`config.mk`:
```
export PLATFORM = sky130hd
export DESIGN_NAME = dpram_reader_flat
export DESIGN_NICKNAME = d
export VERILOG_FILES = /design/src/rtl/dpram_pkg.sv /design/src/rtl/dpram_reader_if.sv /design/src/rtl/dpram_reader.sv /design/src/flat_wrapper.sv
export SDC_FILE = /design/constraint.sdc
export NUM_CORES = 1
export LEC_CHECK = 0
export CORE_UTILIZATION = 45
export CTS_CLUSTER_DIAMETER = 40
export DETAILED_ROUTE_END_ITERATION = 8
export PLACE_DENSITY_LB_ADDON = 0.15
export RECOVER_POWER = 25
export SYNTH_ARGS = -nofsm -noshare
export SYNTH_HDL_FRONTEND = slang
export SYNTH_SLANG_ARGS = --single-unit
export TNS_END_PERCENT = 5
```
`constraint.sdc`:
```
create_clock -name clk -period 3.5 [get_ports clk]
set_input_delay 0.525 -clock clk [delete_from_list [all_inputs] [get_ports clk]]
set_output_delay 0.525 -clock clk [all_outputs]
set_load 0.01 [all_outputs]
```
`src/rtl/dpram_pkg.sv`:
```
// rtl/dpram_pkg.sv - shared constants and types for the distributed dual-port RAM blocks
// Contents: default geometry of the RAM32X1D array (shared with the writer side)
//           and the reader FSM state encoding.

package dpram_pkg;

  // Depth 2^5 = 32 matches one RAM32X1D; width is the number of bit slices.
  localparam int DEF_AW = 5;
  localparam int DEF_DW = 32;

  typedef enum logic {
    IDLE   = 1'b0,
    STREAM = 1'b1
  } state_t;

endpackage

```
`src/rtl/dpram_reader_if.sv`:
```
// rtl/dpram_reader_if.sv - command, RAM read-port and output-stream bundle of dpram_reader
// Signals:
//   cmd_valid/cmd_ready/cmd_addr/cmd_len  start-address / word-count-minus-one command
//   rd_addr/rd_data                       DPRA / DPO of every RAM slice
//   out_valid/out_ready/out_data/out_last output word stream
//   busy                                  command in flight or word pending
// Modports: slave = the reader itself, master = the environment driving it.

interface dpram_reader_if
  import dpram_pkg::*;
#(
  parameter int AW = DEF_AW,
  parameter int DW = DEF_DW
);

  logic          cmd_valid;
  logic          cmd_ready;
  logic [AW-1:0] cmd_addr;
  logic [AW-1:0] cmd_len;
  logic [AW-1:0] rd_addr;
  logic [DW-1:0] rd_data;
  logic          out_valid;
  logic          out_ready;
  logic [DW-1:0] out_data;
  logic          out_last;
  logic          busy;

  modport slave (
    input  cmd_valid, cmd_addr, cmd_len, rd_data, out_ready,
    output cmd_ready, rd_addr, out_valid, out_data, out_last, busy
  );

  modport master (
    output cmd_valid, cmd_addr, cmd_len, rd_data, out_ready,
    input  cmd_ready, rd_addr, out_valid, out_data, out_last, busy
  );

endinterface

```
`src/rtl/dpram_reader.sv`:
```
// rtl/dpram_reader.sv - read-side streaming engine for a bit-sliced RAM32X1D array
// Ports:
//   clk     sole clock (same net as the RAM WCLK)
//   nreset  asynchronous active-low reset
//   bus     dpram_reader_if.slave: command in, DPRA out / DPO in, word stream out
// Each accepted command streams cmd_len+1 words starting at cmd_addr, wrapping
// modulo 2^AW, with out_last on the final word.

module dpram_reader
  import dpram_pkg::*;
#(
  parameter int AW = DEF_AW,
  parameter int DW = DEF_DW
) (
  input  logic           clk,
  input  logic           nreset,
  dpram_reader_if.slave  bus
);

  state_t        state;
  logic [AW-1:0] addr_q;
  logic [AW-1:0] rem_q;
  logic [DW-1:0] data_q;
  logic          valid_q;
  logic          last_q;
  logic          slot_free;

  // The output register can take a new word when empty or being drained this cycle.
  assign slot_free = !valid_q || bus.out_ready;

  always_ff @(posedge clk or negedge nreset) begin
    if (!nreset) begin
      state   <= IDLE;
      addr_q  <= '0;
      rem_q   <= '0;
      data_q  <= '0;
      valid_q <= 1'b0;
      last_q  <= 1'b0;
    end else begin
      case (state)
        IDLE: begin
          // The final word of the previous command may still be draining.
          if (valid_q && bus.out_ready) begin
            valid_q <= 1'b0;
          end
          if (bus.cmd_valid) begin
            addr_q <= bus.cmd_addr;
            rem_q  <= bus.cmd_len;
            state  <= STREAM;
          end
        end
        STREAM: begin
          // rd_addr has been stable since the previous edge, so DPO is settled.
          // A same-edge write to addr_q is not bypassed: the old content is taken.
          if (slot_free) begin
            data_q  <= bus.rd_data;
            valid_q <= 1'b1;
            last_q  <= (rem_q == '0);
            addr_q  <= AW'(addr_q + 1'b1);
            rem_q   <= AW'(rem_q - 1'b1);
            if (rem_q == '0) begin
              state <= IDLE;
            end
          end
        end
        default: state <= IDLE;
      endcase
    end
  end

  assign bus.rd_addr   = addr_q;
  assign bus.out_data  = data_q;
  assign bus.out_valid = valid_q;
  assign bus.out_last  = last_q;
  assign bus.cmd_ready = (state == IDLE);
  assign bus.busy      = (state == STREAM) || valid_q;

endmodule

```
`src/flat_wrapper.sv`:
```
// flat-port wrapper written by rule: the top's interface ports become plain ports
module dpram_reader_flat import dpram_pkg::*;
#(
  parameter int AW = DEF_AW,
  parameter int DW = DEF_DW
)
  (clk, nreset, bus_cmd_valid, bus_cmd_addr, bus_cmd_len, bus_rd_data, bus_out_ready, bus_cmd_ready, bus_rd_addr, bus_out_valid, bus_out_data, bus_out_last, bus_busy);
  dpram_reader_if #(.AW(AW), .DW(DW)) bus_i ();
  input  logic clk;
  input  logic nreset;
  input wire logic [$bits(bus_i.cmd_valid)-1:0] bus_cmd_valid;
  input wire logic [$bits(bus_i.cmd_addr)-1:0] bus_cmd_addr;
  input wire logic [$bits(bus_i.cmd_len)-1:0] bus_cmd_len;
  input wire logic [$bits(bus_i.rd_data)-1:0] bus_rd_data;
  input wire logic [$bits(bus_i.out_ready)-1:0] bus_out_ready;
  output wire logic [$bits(bus_i.cmd_ready)-1:0] bus_cmd_ready;
  output wire logic [$bits(bus_i.rd_addr)-1:0] bus_rd_addr;
  output wire logic [$bits(bus_i.out_valid)-1:0] bus_out_valid;
  output wire logic [$bits(bus_i.out_data)-1:0] bus_out_data;
  output wire logic [$bits(bus_i.out_last)-1:0] bus_out_last;
  output wire logic [$bits(bus_i.busy)-1:0] bus_busy;
  assign bus_i.cmd_valid = bus_cmd_valid;
  assign bus_i.cmd_addr = bus_cmd_addr;
  assign bus_i.cmd_len = bus_cmd_len;
  assign bus_i.rd_data = bus_rd_data;
  assign bus_i.out_ready = bus_out_ready;
  assign bus_cmd_ready = bus_i.cmd_ready;
  assign bus_rd_addr = bus_i.rd_addr;
  assign bus_out_valid = bus_i.out_valid;
  assign bus_out_data = bus_i.out_data;
  assign bus_out_last = bus_i.out_last;
  assign bus_busy = bus_i.busy;
  dpram_reader #(.AW(AW), .DW(DW)) u_core (.clk(clk), .nreset(nreset), .bus(bus_i));
endmodule
```
# Word-level counts from Yosys, hierarchy flattened
# Cells that the tools add are included.
classes:
  n_addsub: 2
  eq_ne: 3
  n_mux: 13
  bitwise_logic: 1
  n_reduce_logical: 8
ops:
  columns: ["operator", "n"]
  rows:
  - ["$mux 5", 4]
  - ["$pmux 5 s2", 2]
  - ["$reduce_and 2->1", 3]
  - ["$add 5x1->5 const B", 1]
  - ["$logic_not 5->1", 1]
  - ["$mux 1", 5]
  - ["$sub 5x1->5 const B", 1]
  - ["$ne 2x2->1 const B", 2]
  - ["$pmux 1 s2", 2]
  - ["$logic_or 1x1->1", 2]
  - ["$ne 2x1->1 const B", 1]
  - ["$logic_and 1x1->1", 1]
  - ["$logic_not 1->1", 1]
  - ["$not 1->1", 1]
totals:
  reg_bits: 45
  inputBits: 46
  out_inout_bits: 41
  elab_cells: 33

# Depth between registers and ports, before layout
# Gate-level depths: netlist (run 1).
logic_depth:
  depth_word: 4
  ltp_mapped: 6

# Worst setup path before layout (run 1)
# No wires, ideal clock.
synth_timing:
  path_type: "register -> output"
  from: "register u_core.state"
  to: "output port bus_busy"
  arrival_ps: 1010
  t_required_ps: 2975
  setup_slack_ps: 1965
  path_stages_with_launch: 4
  path_buffers: 2
  path_cell_list: "dfrtp_1 buf_6 clkbuf_1 or2_2"
synth_between:
  elab_chain_len: 1
synth_rtl:
  columns: ["element", "line_no", "rtl"]
  rows:
  - ["from (decl)", "dpram_reader.sv:20", "state_t state;"]
  - ["from (signal assigned)", "dpram_reader.sv:33", "state <= IDLE;"]
  - ["from (signal assigned)", "dpram_reader.sv:49", "state <= STREAM;"]
  - ["from (signal assigned)", "dpram_reader.sv:62", "state <= IDLE;"]
  - ["$logic_or 1x1->1", "dpram_reader.sv:76", "assign bus.busy = (state == STREAM) || valid_q;"]
  - ["to (decl)", "flat_wrapper.sv:21", "output wire logic [$bits(bus_i.busy)-1:0] bus_busy;"]
# No other way between the ends.

# Worst setup path after layout (run 1)
layout_timing:
  from: "register u_core.state"
  to: "output port bus_cmd_ready"
layout_between:
  elab_chain_len: 1
layout_rtl:
  columns: ["element", "line_no", "rtl"]
  rows:
  - ["$not 1->1", "dpram_reader.sv:75", "assign bus.cmd_ready = (state == IDLE);"]
  - ["to (decl)", "flat_wrapper.sv:16", "output wire logic [$bits(bus_i.cmd_ready)-1:0] bus_cmd_ready;"]
# No other way between the ends.

==> run_results.csv, run 1 <==
group,metric,value,unit
final_layout,fin_nets,279,
critical_path,path_class,"register to primary output",
route,firstDrtPassIters,4,
placed_design,gp_congestion,0.7694,
synthesis,synth_top_flop_cell,"dfrtp_1",
min_path,whs_endpoint,"u_core.bus.out_last",
route,routed_wl,4214,µm
final_layout,fin_util,70.90,%
floorplan,rows,23,
critical_path,r2r-end,"u_core.state",
final_layout,drive_above_1_share,20.78,%
floorplan,die_width,68.24,µm
final_layout,insertedDiodeCount,0,
critical_path,reg2reg_slack,1700,ps
min_path,hp-start,"u_core.bus.out_last",
placed_design,dp.cells,274,
synthesis,netlist_instances,145,
synthesis,async_reset_ff_share,100.0,%
final_layout,stdcell_area,2918,µm²
clocking,htree_num_levels,2,
critical_path,cp.arrival,1890,ps
grt,grt_pass1_vias,1459,
power,ir_worst_vdd,0.0003688,V
synthesis,yosys.area.top_type,"dfrtp_1",
route,final_antenna_net_count,0,
min_path,hold_class,"register to register",
clocking,cts_tree,"built",
run_status,outcome,"complete, but fails checks",
timing,clock.fmax,413.6,MHz
route,detail_route.vias_per_cell,5.096,
placed_design,postPlaceCellArea,2829,µm²
clocking,cts_resized,0,
clocking,clockBufferDepth,2,
timing,skew,5.072,ps
timing,maxSlewHeadroom,-53.09,%
synthesis,synth_top_area_share,57.03,%
critical_path,crit_path_start_kind,"register",
floorplan,die_h,68.24,µm
clocking,clkLatencyLatePin,290,ps
synthesis,ys_seq_area_share,57.03,%
grt,grt_max_degree,46,
critical_path,critical_path_required,2970,ps
synthesis,ys_ff_latch,45,
grt,grt_pass1_wl,6679,µm
clocking,cts_setup_buffers,0,
min_path,min_path_cells,1,
power,powerDensity,647.0,nW/µm²
flow_run,drv_cap,1,
critical_path,worstRegToRegCells,3,
critical_path,r2r_start,"u_core.state",
timing,worst_pin_slew,2296,ps
timing,slew_viol_final,46,
critical_path,critPathMaxFanout,18,
final_layout,register_area,1126,µm²
route,wl_per_cell,15.00,µm
route,vias,1432,
placed_design,portBuffers,86,
final_layout,synthToLayoutAreaGrowth,47.78,%
clocking,cts_hold_buf,0,
timing,fin_setup_tns,0,ps
route,drt_iter0_drc,81,
final_layout,multiInputGateArea,773.2,µm²
critical_path,critPathCaptureType,"primary output",
synthesis,synth-edff-count,0,
synthesis,syn_nets,193,
floorplan,dieArea,4657,µm²
timing,holdWs,502.8,ps
timing,rsz0062_at_grt,"false",
synthesis,synthDistinctLibCells,35,
synthesis,synth_commonest_cells,"dfrtp_1 (45), mux2_2 (29), a21oi_1 (8), nand2_1 (6)",
grt,grt_overflow,0,
floorplan,start_util,47.98,%
synthesis,synth.most_common_cell,"dfrtp_1",
synthesis,synth_area_leaders,"dfrtp_1 (57%), mux2_2 (17%), buf_6 (2.9%)",
timing,period_needed,2418,ps
run_status,failed_checks,"max-capacitance violations, max-slew violations",
clocking,clk_pin_slew,80,ps
placed_design,dp_hpwl,3110,µm
route,drcViolationCount,0,
power,p_leak,1.209,nW
timing,min_period_over_period,69.08,%
grt,grtUsageTotal,19.66,%
synthesis,syn_avg_cell_area,13.62,µm²
clocking,cts_root_buffer,"clkbuf_8",
synthesis,yosysWarnings,0,
clocking,cts_made_buffers,5,
floorplan,coreArea,4115,µm²
timing,setup_viol,0,
timing,hold_viol_final,0,
clocking,cts_sinks,45,
synthesis,synthesis.area,1974,µm²
final_layout,fin_cells,281,
floorplan,io_pins,87,
final_layout,num-fill-cells,280,
grt,antenna_found_initial,0,
-- kinds of logic after synthesis --
family / synth area share, %
mux: 19.33
xor+xnor: 2.218
fa+ha+maj: 1.267
compound gates: 7.668
flops: 57.03
simple gates: 8.683
buf+inv: 3.802
-- power by group --
part           total [mW]  switching [mW]  internal, mW
Combinational       0.764           0.299         0.465
Sequential          0.805           0.127         0.678
Clock               0.318           0.162         0.156
Total                1.89           0.588          1.30
-- metrics by stage --
step | worst slack, ps | power (mW)
after floorplan | 1965 | 1.210
after global placement | 1480 | 1.555
after detailed placement | 1381 | 1.586
after CTS | 1089 | 1.910
after global routing | 775.5 | 2.019
final | 1082 | 1.888
-- how the worst max path moves through the flow --
stage	start	end	slack, ps	depth (start not counted)
after floorplan	u_core.state	bus_busy	1960	3
after global placement	u_core.state	bus_cmd_ready	1480	2
after detailed placement	bus_out_ready	u_core.state	1380	5
after CTS	u_core.state	bus_cmd_ready	1090	2
after global routing	nreset	u_core.rem_q[3]	780	1
final	u_core.state	bus_cmd_ready	1080	2
-- cell usage in the layout, fill, tap and decap left out, drive strengths merged --
master         count
o221a              1
xor2               4
nand2b             2
nor3               1
o21bai             1
clkinvlp           1
mux2              32
and3               1
dfrtp             45
or3                1
nor2               6
nor2b              3
ha                 2
xnor2              1
inv                3
a21o               1
clkbuf             7
mux2i              1
o22ai              2
o21ai              4
or2                1
nand4              2
a21oi              8
nand3              2
nand2              7
nor4               1
nor3b              1
a22oi              2
clkdlybuf4s50     85
a211oi             3
-- final cells by class --
class                      count  share of cell area (%)
clock buffer                   6                   2.830
tap                           50                   2.144
sequential                    45                   38.59
multi-input combinational     90                   26.50
inverter                       3                  0.3859
timing repair buffer          86                   29.29
clock inverter                 1                  0.2573
-- registers in the layout, summed over array words and instances, names as in the netlist --
register / flops
u_core.bus.out_data: 32
u_core.bus.out_last: 1
u_core.bus.out_valid: 1
u_core.bus.rd_addr: 5
u_core.rem_q: 5
u_core.state: 1
-- routing by layer --
metal  track usage, %  up-vias  wire length [µm]
met5                0        -                 0
met4            4.688        0                23
met3            6.333        5               331
met2            34.19       54              2145
met1            23.35      691              1713
li1                 -      682                 -
-- critical path, stage by stage (launching register included) --
cell and delay, ps:
dfrtp_1 810, inv_2 240, clkdlybuf4s50_1 550
Power figures use the tool's default switching activity.
==> inputs of run 2 (changes only) <==
Settings changed: CORE_UTILIZATION 45 to 38.
Clock period 3.5 ns to 2 ns, I/O delays scaled along.
==> run_results.csv, run 2 (same netlist as run 1, synthesis figures left out) <==
group,metric,value,unit
timing,slew_viol_final,0,
route,routed_wl,4367,µm
floorplan,die_h,74.08,µm
route,wl_per_cell,14.37,µm
grt,grt_overflow,0,
route,detail_route.vias_per_cell,4.855,
floorplan,start_util,40.72,%
final_layout,stdcell_area,2974,µm²
power,seqPwrFrac,41.8,%
final_layout,final_cell_mix,"clkdlybuf4s50_1 (84), dfrtp_1 (45), mux2_2 (29), a21oi_1 (8), nand2_1 (6)",
timing,holdWs,497.9,ps
power,swShare,31.92,%
critical_path,crit_path_start_kind,"register",
final_layout,layout_commonest_cell,"clkdlybuf4s50_1",
clocking,htree_num_levels,2,
power,intPower,2.262,mW
placed_design,postPlaceCellArea,2880,µm²
power,p_leak,1.233,nW
route,vias,1476,
timing,min_period_over_period,89.66,%
clocking,cts_resized,0,
clocking,cts_hold_buf,1,
clocking,clockBufferDepth,2,
timing,fin_setup_tns,0,ps
grt,grtUsageTotal,17.25,%
route,final_antenna_net_count,0,
timing,hold_viol_final,0,
critical_path,path_class,"register to primary output",
grt,grt_pass1_vias,1537,
final_layout,drive_above_1_share,22.36,%
floorplan,dieArea,5488,µm²
grt,antenna_found_initial,0,
final_layout,synthToLayoutAreaGrowth,50.63,%
timing,setup_slack,206.7,ps
floorplan,coreArea,4848,µm²
min_path,hold_class,"primary input to asynchronous set/reset pin",
critical_path,critical_path_required,1700,ps
timing,worst_pin_slew,605.3,ps
final_layout,fin_cells,304,
clocking,cts_tree,"built",
placed_design,portBuffers,86,
grt,grt_max_degree,37,
power,p_sw,1.060,mW
final_layout,fin_nets,284,
route,drt_iter0_drc,71,
timing,rsz0062_at_grt,"false",
timing,setup_viol,0,
final_layout,num-fill-cells,387,
critical_path,cp.arrival,1490,ps
final_layout,fin_util,61.34,%
placed_design,gp_congestion,0.7917,
power,powerDensity,1117,nW/µm²
power,ir_worst_vdd,0.0005673,V
clocking,cts_setup_buffers,0,
placed_design,dp_hpwl,3391,µm
placed_design,dp.cells,295,
power,p_total,3.322,mW
flow_run,drv_cap,0,
placed_design,place_ws,221.9,ps
clocking,clk_pin_slew,90,ps
final_layout,insertedDiodeCount,0,
power,pwr-share-clk,16.8,%
clocking,cts_made_buffers,5,
clocking,cts_sinks,45,
critical_path,critPathMaxFanout,17,
floorplan,io_pins,87,
clocking,clkLatencyLatePin,290,ps
timing,period_needed,1793,ps
final_layout,largest_reg_flops,32,
critical_path,critPathCaptureType,"primary output",
power,pwr-share-comb,41.4,%
clocking,cts_root_buffer,"clkbuf_8",
route,firstDrtPassIters,4,
floorplan,rows,25,
timing,clock.fmax,557.6,MHz
route,drcViolationCount,0,
run_status,outcome,"completed",
timing,maxSlewHeadroom,59.65,%
grt,grt_pass1_wl,7107,µm
floorplan,die_width,74.08,µm
timing,skew,7.490,ps
## run 2: cell count changes in the layout (fill, tap and decap cells not counted)
| cell | before | now |
|---|---|---|
| inv_6 | 0 | 1 |
| clkdlybuf4s50_1 | 85 | 84 |
| buf_2 | 0 | 1 |
| clkinv_2 | 0 | 1 |
| dlygate4sd3_1 | 0 | 2 |
| clkbuf_8 | 6 | 5 |
| clkbuf_2 | 0 | 1 |
| buf_4 | 0 | 2 |
## run 2: worst paths after layout
kind | to | start | slack [ps] | cells after the start
max in group asynchronous | u_core.rem_q[4] | nreset | 540 | 3
worst min-delay path | u_core.bus.out_data[15] | nreset | 500 | 2
worst max-delay path | bus_cmd_ready | u_core.state | 210 | 3
worst max register to register | u_core.rem_q[0] | u_core.state | 540 | 6
worst min register to register | u_core.bus.out_last | u_core.bus.out_last | 510 | 1
min in group clk | u_core.bus.out_last | u_core.bus.out_last | 510 | 1
## run 2: final cells by class
cell class / instances / area, µm² / share of cell area [%]
clock inverter: 3 / 21.27 / 0.7152
sequential: 45 / 1126 / 37.86
timing repair buffer: 91 / 889.6 / 29.91
clock buffer: 5 / 68.82 / 2.314
inverter: 3 / 11.26 / 0.3786
tap: 67 / 83.83 / 2.819
multi-input combinational: 90 / 773.2 / 26.00
## run 2: routing by layer
layer | share of wire (%) | track usage [%] | up-vias | routed length [µm]
met5 | 0 | 0 | - | 0
met4 | 1.7 | 6.410 | 0 | 76
met3 | 5.5 | 4.607 | 6 | 239
met2 | 54 | 30.30 | 52 | 2360
met1 | 39 | 20.16 | 721 | 1690
li1 | - | - | 697 | -
## run 2: worst max-delay path, cell delays in order (launching register included)
cell,delay [ps]
dfrtp_1,390
buf_4,220
inv_2,70
clkdlybuf4s50_1,520
## run 2: power groups by stage
| stage | Clock [mW] | Sequential, mW | Combinational (mW) |
|---|---|---|---|
| after detailed placement | 0 | 1.40 | 1.39 |
| after CTS | 0.575 | 1.39 | 1.40 |
| after global routing | 0.616 | 1.43 | 1.51 |
| after global placement | 0 | 1.39 | 1.35 |
| after floorplan | 0 | 1.47 | 0.644 |
| final | 0.559 | 1.39 | 1.38 |
